$ cat config.mk
export PLATFORM = sky130hd
export DESIGN_NAME = id_ex_skid_reg
export DESIGN_NICKNAME = d
export VERILOG_FILES = /design/src/rtl/id_ex_pkg.sv /design/src/rtl/pipe_skid_buf.sv /design/src/rtl/id_ex_skid_reg.sv
export SDC_FILE = /design/constraint.sdc
export NUM_CORES = 1
export LEC_CHECK = 0
export BUFFER_PORTS_ARGS = -buffer_cell sky130_fd_sc_hd__buf_2
export CORE_MARGIN = 4
export CORE_UTILIZATION = 25
export CTS_CLUSTER_DIAMETER = 100
export DETAILED_ROUTE_END_ITERATION = 8
export GPL_ROUTABILITY_DRIVEN = 0
export PLACE_DENSITY = 0.43
export SLEW_MARGIN = 20
export SYNTH_ARGS = -nofsm -noshare
export SYNTH_HDL_FRONTEND = slang
export SYNTH_SLANG_ARGS = --single-unit
$ cat constraint.sdc
create_clock -name clk -period 19.1 [get_ports clk]
set_input_delay 1.91 -clock clk [delete_from_list [all_inputs] [get_ports clk]]
set_output_delay 1.91 -clock clk [all_outputs]
set_load 0.01 [all_outputs]
$ cat src/rtl/id_ex_pkg.sv
// Shared types and default widths for the elastic ID/EX pipeline register.
package id_ex_pkg;

  localparam int unsigned PC_WIDTH_DEF   = 64;
  localparam int unsigned REG_WIDTH_DEF  = 64;
  localparam int unsigned REG_ADDR_W_DEF = 5;
  localparam int unsigned EX_CTRL_W_DEF  = 5;
  localparam int unsigned M_CTRL_W_DEF   = 5;
  localparam int unsigned WB_CTRL_W_DEF  = 5;
  localparam int unsigned CNT_W_DEF      = 32;
  localparam int unsigned FUNCT3_W       = 3;

  // Occupancy of the two-entry elastic buffer.
  typedef enum logic [1:0] {
    EMPTY = 2'd0,
    BUSY  = 2'd1,
    FULL  = 2'd2
  } skid_state_e;

  // Total payload width for a given set of field widths.
  function automatic int unsigned payload_w(
    input int unsigned pc_w,
    input int unsigned reg_w,
    input int unsigned addr_w,
    input int unsigned ex_w,
    input int unsigned m_w,
    input int unsigned wb_w
  );
    return pc_w + 3 * reg_w + FUNCT3_W + 3 * addr_w + ex_w + m_w + wb_w;
  endfunction

  localparam int unsigned ID_EX_PAYLOAD_W = payload_w(PC_WIDTH_DEF, REG_WIDTH_DEF,
    REG_ADDR_W_DEF, EX_CTRL_W_DEF, M_CTRL_W_DEF, WB_CTRL_W_DEF);

  // Payload layout at the default widths.
  typedef struct packed {
    logic [PC_WIDTH_DEF-1:0]   pc;
    logic [REG_WIDTH_DEF-1:0]  rs1_data;
    logic [REG_WIDTH_DEF-1:0]  rs2_data;
    logic [REG_WIDTH_DEF-1:0]  imm;
    logic [FUNCT3_W-1:0]       funct3;
    logic [REG_ADDR_W_DEF-1:0] rs1_addr;
    logic [REG_ADDR_W_DEF-1:0] rs2_addr;
    logic [REG_ADDR_W_DEF-1:0] rd_addr;
    logic [EX_CTRL_W_DEF-1:0]  ex_ctrl;
    logic [M_CTRL_W_DEF-1:0]   m_ctrl;
    logic [WB_CTRL_W_DEF-1:0]  wb_ctrl;
  } id_ex_payload_t;

endpackage

$ cat src/rtl/pipe_skid_buf.sv
// Generic two-entry skid buffer: valid/ready on both sides, synchronous flush.
// in_ready is a pure decode of the state register, so it has no combinational
// path from out_ready.
module pipe_skid_buf
  import id_ex_pkg::*;
#(
  parameter int unsigned WIDTH = 8
) (
  input  logic             clk,
  input  logic             rst,
  input  logic             flush,
  input  logic             in_valid,
  output logic             in_ready,
  input  logic [WIDTH-1:0] in_data,
  output logic             out_valid,
  input  logic             out_ready,
  output logic [WIDTH-1:0] out_data
);

  skid_state_e      state_q, state_d;
  logic [WIDTH-1:0] main_q, skid_q;
  logic             load_main_in, load_main_skid, load_skid;

  // State register.
  always_ff @(posedge clk or posedge rst) begin
    if (rst) state_q <= EMPTY;
    else     state_q <= state_d;
  end

  // Next state and entry load strobes; flush overrides every transfer.
  always_comb begin
    state_d        = state_q;
    load_main_in   = 1'b0;
    load_main_skid = 1'b0;
    load_skid      = 1'b0;
    if (flush) begin
      state_d = EMPTY;
    end else begin
      case (state_q)
        EMPTY: begin
          if (in_valid) begin
            load_main_in = 1'b1;
            state_d      = BUSY;
          end
        end
        BUSY: begin
          if (in_valid && out_ready) begin
            load_main_in = 1'b1;
          end else if (in_valid) begin
            load_skid = 1'b1;
            state_d   = FULL;
          end else if (out_ready) begin
            state_d = EMPTY;
          end
        end
        FULL: begin
          if (out_ready) begin
            load_main_skid = 1'b1;
            state_d        = BUSY;
          end
        end
        default: state_d = EMPTY;
      endcase
    end
  end

  // Main (head) and skid entries.
  always_ff @(posedge clk or posedge rst) begin
    if (rst) begin
      main_q <= '0;
      skid_q <= '0;
    end else begin
      if (load_main_in)        main_q <= in_data;
      else if (load_main_skid) main_q <= skid_q;
      if (load_skid)           skid_q <= in_data;
    end
  end

  assign in_ready  = (state_q != FULL);
  assign out_valid = (state_q != EMPTY);
  assign out_data  = main_q;

endmodule

$ cat src/rtl/id_ex_skid_reg.sv
// Elastic ID/EX pipeline register: packs the decode bundle into a skid buffer,
// masks the control bundles on bubbles and counts downstream stall cycles.
module id_ex_skid_reg
  import id_ex_pkg::*;
#(
  parameter int unsigned PC_WIDTH   = PC_WIDTH_DEF,
  parameter int unsigned REG_WIDTH  = REG_WIDTH_DEF,
  parameter int unsigned REG_ADDR_W = REG_ADDR_W_DEF,
  parameter int unsigned EX_CTRL_W  = EX_CTRL_W_DEF,
  parameter int unsigned M_CTRL_W   = M_CTRL_W_DEF,
  parameter int unsigned WB_CTRL_W  = WB_CTRL_W_DEF,
  parameter int unsigned CNT_W      = CNT_W_DEF
) (
  input  logic                  clk,
  input  logic                  rst,
  input  logic                  flush,
  input  logic                  in_valid,
  output logic                  in_ready,
  input  logic [PC_WIDTH-1:0]   in_pc,
  input  logic [REG_WIDTH-1:0]  in_rs1_data,
  input  logic [REG_WIDTH-1:0]  in_rs2_data,
  input  logic [REG_WIDTH-1:0]  in_imm,
  input  logic [2:0]            in_funct3,
  input  logic [REG_ADDR_W-1:0] in_rs1_addr,
  input  logic [REG_ADDR_W-1:0] in_rs2_addr,
  input  logic [REG_ADDR_W-1:0] in_rd_addr,
  input  logic [EX_CTRL_W-1:0]  in_ex_ctrl,
  input  logic [M_CTRL_W-1:0]   in_m_ctrl,
  input  logic [WB_CTRL_W-1:0]  in_wb_ctrl,
  output logic                  out_valid,
  input  logic                  out_ready,
  output logic [PC_WIDTH-1:0]   out_pc,
  output logic [REG_WIDTH-1:0]  out_rs1_data,
  output logic [REG_WIDTH-1:0]  out_rs2_data,
  output logic [REG_WIDTH-1:0]  out_imm,
  output logic [2:0]            out_funct3,
  output logic [REG_ADDR_W-1:0] out_rs1_addr,
  output logic [REG_ADDR_W-1:0] out_rs2_addr,
  output logic [REG_ADDR_W-1:0] out_rd_addr,
  output logic [EX_CTRL_W-1:0]  out_ex_ctrl,
  output logic [M_CTRL_W-1:0]   out_m_ctrl,
  output logic [WB_CTRL_W-1:0]  out_wb_ctrl,
  output logic [CNT_W-1:0]      stall_cnt
);

  localparam int unsigned PAYLOAD_W =
    payload_w(PC_WIDTH, REG_WIDTH, REG_ADDR_W, EX_CTRL_W, M_CTRL_W, WB_CTRL_W);

  // Same layout as id_ex_payload_t, but sized by this instance's parameters.
  typedef struct packed {
    logic [PC_WIDTH-1:0]   pc;
    logic [REG_WIDTH-1:0]  rs1_data;
    logic [REG_WIDTH-1:0]  rs2_data;
    logic [REG_WIDTH-1:0]  imm;
    logic [2:0]            funct3;
    logic [REG_ADDR_W-1:0] rs1_addr;
    logic [REG_ADDR_W-1:0] rs2_addr;
    logic [REG_ADDR_W-1:0] rd_addr;
    logic [EX_CTRL_W-1:0]  ex_ctrl;
    logic [M_CTRL_W-1:0]   m_ctrl;
    logic [WB_CTRL_W-1:0]  wb_ctrl;
  } payload_t;

  payload_t in_pl, out_pl;

  // Pack the decode-stage fields.
  always_comb begin
    in_pl          = '0;
    in_pl.pc       = in_pc;
    in_pl.rs1_data = in_rs1_data;
    in_pl.rs2_data = in_rs2_data;
    in_pl.imm      = in_imm;
    in_pl.funct3   = in_funct3;
    in_pl.rs1_addr = in_rs1_addr;
    in_pl.rs2_addr = in_rs2_addr;
    in_pl.rd_addr  = in_rd_addr;
    in_pl.ex_ctrl  = in_ex_ctrl;
    in_pl.m_ctrl   = in_m_ctrl;
    in_pl.wb_ctrl  = in_wb_ctrl;
  end

  pipe_skid_buf #(
    .WIDTH (PAYLOAD_W)
  ) u_buf (
    .clk       (clk),
    .rst       (rst),
    .flush     (flush),
    .in_valid  (in_valid),
    .in_ready  (in_ready),
    .in_data   (in_pl),
    .out_valid (out_valid),
    .out_ready (out_ready),
    .out_data  (out_pl)
  );

  // Unpack; control bundles are zeroed on a bubble so EX/MEM/WB see a NOP.
  always_comb begin
    out_pc       = out_pl.pc;
    out_rs1_data = out_pl.rs1_data;
    out_rs2_data = out_pl.rs2_data;
    out_imm      = out_pl.imm;
    out_funct3   = out_pl.funct3;
    out_rs1_addr = out_pl.rs1_addr;
    out_rs2_addr = out_pl.rs2_addr;
    out_rd_addr  = out_pl.rd_addr;
    out_ex_ctrl  = out_valid ? out_pl.ex_ctrl : '0;
    out_m_ctrl   = out_valid ? out_pl.m_ctrl  : '0;
    out_wb_ctrl  = out_valid ? out_pl.wb_ctrl : '0;
  end

  // Saturating count of cycles where EX holds off a valid instruction.
  always_ff @(posedge clk or posedge rst) begin
    if (rst) begin
      stall_cnt <= '0;
    end else if (out_valid && !out_ready && (stall_cnt != '1)) begin
      stall_cnt <= stall_cnt + CNT_W'(1);
    end
  end

endmodule

* After elaboration in Yosys (flattened, before gate mapping)
Cells that the tools add are included.
** Storage, ports and cells
- Bits in registers :: 612
- Input port bits :: 294
** Operators by class
- Add/sub/neg operators :: 1
- Eq/ne operators :: 8
- Multiplexer cells :: 22
- Reduce and logical (&&, ||, !) cells :: 8
** Operator list (count)
- $mux W289 :: 2
- $add A32 B1 Y32 const B :: 1
- $ne A32 B32 Y1 const B :: 1
- $mux W5 :: 3
- $mux W2 :: 6
- $mux W1 :: 9
- $ne A3 B3 Y1 const B :: 3
- $pmux W2 S3 :: 1
- $ne A4 B4 Y1 const B :: 1
- $reduce_and A4 Y1 :: 1
- $reduce_bool A2 Y1 :: 2
- $logic_and A1 B1 Y1 :: 3
- $eq A2 B1 Y1 const B :: 1
- $eq A2 B2 Y1 const B :: 1
- $logic_not A2 Y1 :: 1
- $ne A2 B2 Y1 const B :: 1
- $pmux W1 S2 :: 1
- $logic_not A1 Y1 :: 1

* Logic depth before layout (Yosys ltp)
- Word-level depth :: 5
- Depth in mapped cells :: 8
- Mapped depth without buffers :: 5

* Cells and area by module
From an unflattened synthesis, not the netlist that was laid out.
** Second synthesis, totals
- Cells, all modules :: 1731
- Area total of the unflattened synthesis :: 26678.1 sq um
** By module, submodules not included
- pipe_skid_buf :: times used 1, cells each 1562, area an instance 24903.9 sq um, sequential area each 14513.9 sq um
- id_ex_skid_reg :: times used 1, cells each 169, area an instance 1774.2 sq um, sequential area each 800.8 sq um

* Worst setup path after synthesis
Ideal clock, no wire load.
- Path type :: input to register
- From :: input port out_ready
- To :: register u_buf.main_q[0] (netlist: u_buf.out_data[0])
- Setup time :: 137 ps
- Data arrival time :: 3322 ps
- Setup slack :: 15641 ps
- Stages :: 7
- Path buffers :: 3
- Cells stage by stage :: buf_2 -> nand2_1 -> a21o_1 -> a21oi_1 -> clkbuf_1 -> buf_1 -> a21oi_1
** On the way
- Longest elaborated chain between the ends :: 5
** Ends and longest elaborated chain
- start: declaration :: RTL line id_ex_skid_reg.sv:31 : input logic out_ready,
- $logic_and A1 B1 Y1 :: RTL line pipe_skid_buf.sv:47 : if (in_valid && out_ready) begin
- $mux W1 :: RTL line pipe_skid_buf.sv:47
- $pmux W1 S2 :: RTL line pipe_skid_buf.sv:39 : case (state_q)
- $mux W1 :: RTL line pipe_skid_buf.sv:36 : if (flush) begin
- $mux W289 or $reduce_bool A2 Y1 (tied branches)
- end signal: assignment :: RTL line pipe_skid_buf.sv:73 : if (load_main_in) main_q <= in_data;
- end signal: assignment :: RTL line pipe_skid_buf.sv:74 : else if (load_main_skid) main_q <= skid_q;
- end: declaration :: RTL line pipe_skid_buf.sv:21 : logic [WIDTH-1:0] main_q, skid_q;
Parallel ways exist; a longest one is shown, timed or not.
A chain may end at the register's enable or synchronous reset.

* Worst setup path in the final report
- From :: input port out_ready
- To :: register u_buf.main_q[51] (netlist: u_buf.out_data[51])
The elaborated chain is that of the path after synthesis.

==> impl_metrics.ini <==
[global_routing]
grt_pass1_wl_um = 115000
globalRouteOverflowTotal = 0
antenna_found_initial = 19
first_global_vias = 18530
grtUsageTotal_pct = 12.7
grt_max_degree = 204

[final_layout]
stdcell_count = 4105
flow.area_growth_from_synthesis_pct = 18.3
drive_above_1_share_pct = 39.5
fin_util_pct = 29.9
layout.nets = 2919

[die]
start_util_pct = 25.2
ios = 617
die_w_um = 340
dieArea_um2 = 115000
rows = 121
coreArea_um2 = 109000
die-height_um = 340

[pwr]
power_frac_clock_pct = 34.8
intPower_mw = 2.90
pwr-share-comb_pct = 20.9
p_leak_nw = 16.2
pwr_density_cell_nw_per_um2 = 125
p_switching_mw = 1.18
power.share.sequential_pct = 44.3
ir_drop_v = 0.0000691
power_mw = 4.08
swShare_pct = 28.9

[timing]
fin_crit_sh_pct = 28.0
finalHoldViolCount = 0
max-slew-margin-rel_pct = 19.9
maxSlewViolCount = 0
finalCriticalPeriod_ns = 5.34
skew_ns = 0.0133
tns_ns = 0
finalSetupViolCount = 0
fin_hold_ws_ns = 0.499
fmax_mhz = 187
rsz0062_at_grt = false
worstMarginPinSlew_ns = 1.20

[yosys]
synth_most_common_cell = dfrtp_1
yosysSeqAreaShare_pct = 55.6
yosysWarnings = 0
synth_edf_count = 0
synthCells = 2310
yosys-top-cells-area = dfrtp_1, mux2_2, mux2i_1
avgSynthCellArea_um2 = 11.9
synthArstFlopShare_pct = 100
yosysUniqueCellTypes = 44
synth_top_cell_area_share_pct = 55.6
synthFlopType = dfrtp_1
syn-num-nets = 2605
yosysTopAreaCell = dfrtp_1
synthesis.area_um2 = 27500
synth_commonest_cells = dfrtp_1, nor2_1, a21oi_1, mux2_2, mux2i_1
synth_seq_cells = 612

[outcome]
outcome = complete, no violations

[route]
final_antenna_net_count = 0
wl_per_cell_um = 18.3
dr.first_iter.drc_count = 780
drc_errors = 0
via_per_inst = 4.32
wirelength_um = 75200
vias = 17727
first_pass_iters = 4

[cts]
clk_path_buf_depth = 3
cts_buffers = 77
cts_tree = built
clkLatencyLatePin_ns = 0.61
post_cts_resized = 0
cts_max_level = 3
postCtsSetupBuffers = 0
holdBufCountCts = 0
cts-root-buf = clkbuf_16
cts.clk_slew.worst_paths_ns = 0.05
clock-sinks = 612

[worst_setup_path]
end_kind = register
cp_max_fo = 165
critPathKind = in -> reg
worst_setup_path_start_kind = input port
cp.arrival_ns = 5.87
worst_ep_required_time_ns = 19.63

[placed_design]
place_inst = 3959
port_buffers = 616
dp_hpwl_um = 50900

[run]
maxCapViolCount = 0

[worst_hold_path]
hp-class = reg -> reg
worst max-delay path, stage by stage:
cell and delay [ns]:
buf_2 0.21, nand2_1 0.07, a21o_1 0.22, a21oi_4 0.79, buf_12 0.61, buf_4 0.65
buf_4 0.93, nor2_1 0.08, a21oi_1 0.17
power by group through the flow:
stage	clock network, mW	registers [mW]	logic [mW]
detailed placement	0	1.83	0.870
global route	1.54	1.85	0.947
CTS	1.49	1.81	0.872
global placement	0	1.81	0.845
finish	1.42	1.81	0.851
floorplan	0	1.78	0.736
flip-flops by register name, summed over array words and instances, names as in the netlist:
| register | count |
|---|---|
| stall_cnt | 32 |
| u_buf.out_data | 289 |
| u_buf.skid_q | 289 |
| u_buf.state_q | 2 |
worst paths after layout:
check | from | to | slack [ns] | cells past startpoint
min in group asynchronous | rst | u_buf.out_data[92] | 1.45 | 2
max in group asynchronous | rst | stall_cnt[18] | 14.00 | 6
min reg2reg | stall_cnt[22] | stall_cnt[22] | 0.50 | 1
min | stall_cnt[22] | stall_cnt[22] | 0.50 | 1
max | out_ready | u_buf.out_data[51] | 13.76 | 9
max reg2reg | u_buf.state_q[1] | u_buf.out_data[51] | 14.74 | 8
cells in the final DEF (no fill, tap or decap), types with 10 or more instances in the layout:
cell and count:
mux2i_1 289, buf_4 18, clkinv_2 10, diode_2 13, nor2_1 294, clkbuf_16 81
nand4_1 13, xnor2_1 13, buf_2 616, a21oi_1 292, xor2_1 15, mux2_2 289
dfrtp_1 612, nand3_1 14, nor2b_1 16, clkbuf_1 16, nand2_1 10, clkbuf_8 20
area by class of cell:
type                            instances  area, um^2
Tap cell                             1414        1770
Fill cell                           11213       76500
Clock inverter                         16         123
Multi-Input combinational cell       1292        9630
Antenna cell                           13        32.5
Inverter                                3        18.8
Clock buffer                          117        2360
Sequential cell                       612       15300
Timing Repair Buffer                  638        3300
cells by family after synthesis:
group                    after synthesis  share of synthesized area (%)
AO/OA/AOI/OAI                        305                           5.71
XOR/XNOR                              28                          0.891
adder cells (fa/ha/maj)                1                         0.0455
buffers and inverters                406                           9.44
flip-flops                           612                           55.6
multiplexers                         579                           22.4
AND/OR/NAND/NOR                      379                           5.88
metal layers:
layer	GRT usage, %	part of all wire (%)	vias up	wire length (um)
met5	0	0.12	-	89
met4	5.18	2.9	12	2200
met2	21.2	49	453	36700
met1	15.3	42	8824	31400
li1	-	-	8319	-
met3	3.82	6.4	119	4820
metrics by stage:
stage	setup slack [ns]	area [um^2]
5_1_grt	13.31	32500
6_report	13.76	32600
2_1_floorplan	0.0549	27500
4_1_cts	13.79	32500
3_5_place_dp	13.07	30000
3_3_place_gp	13.22	30000
Power figures use the tool's default switching activity.
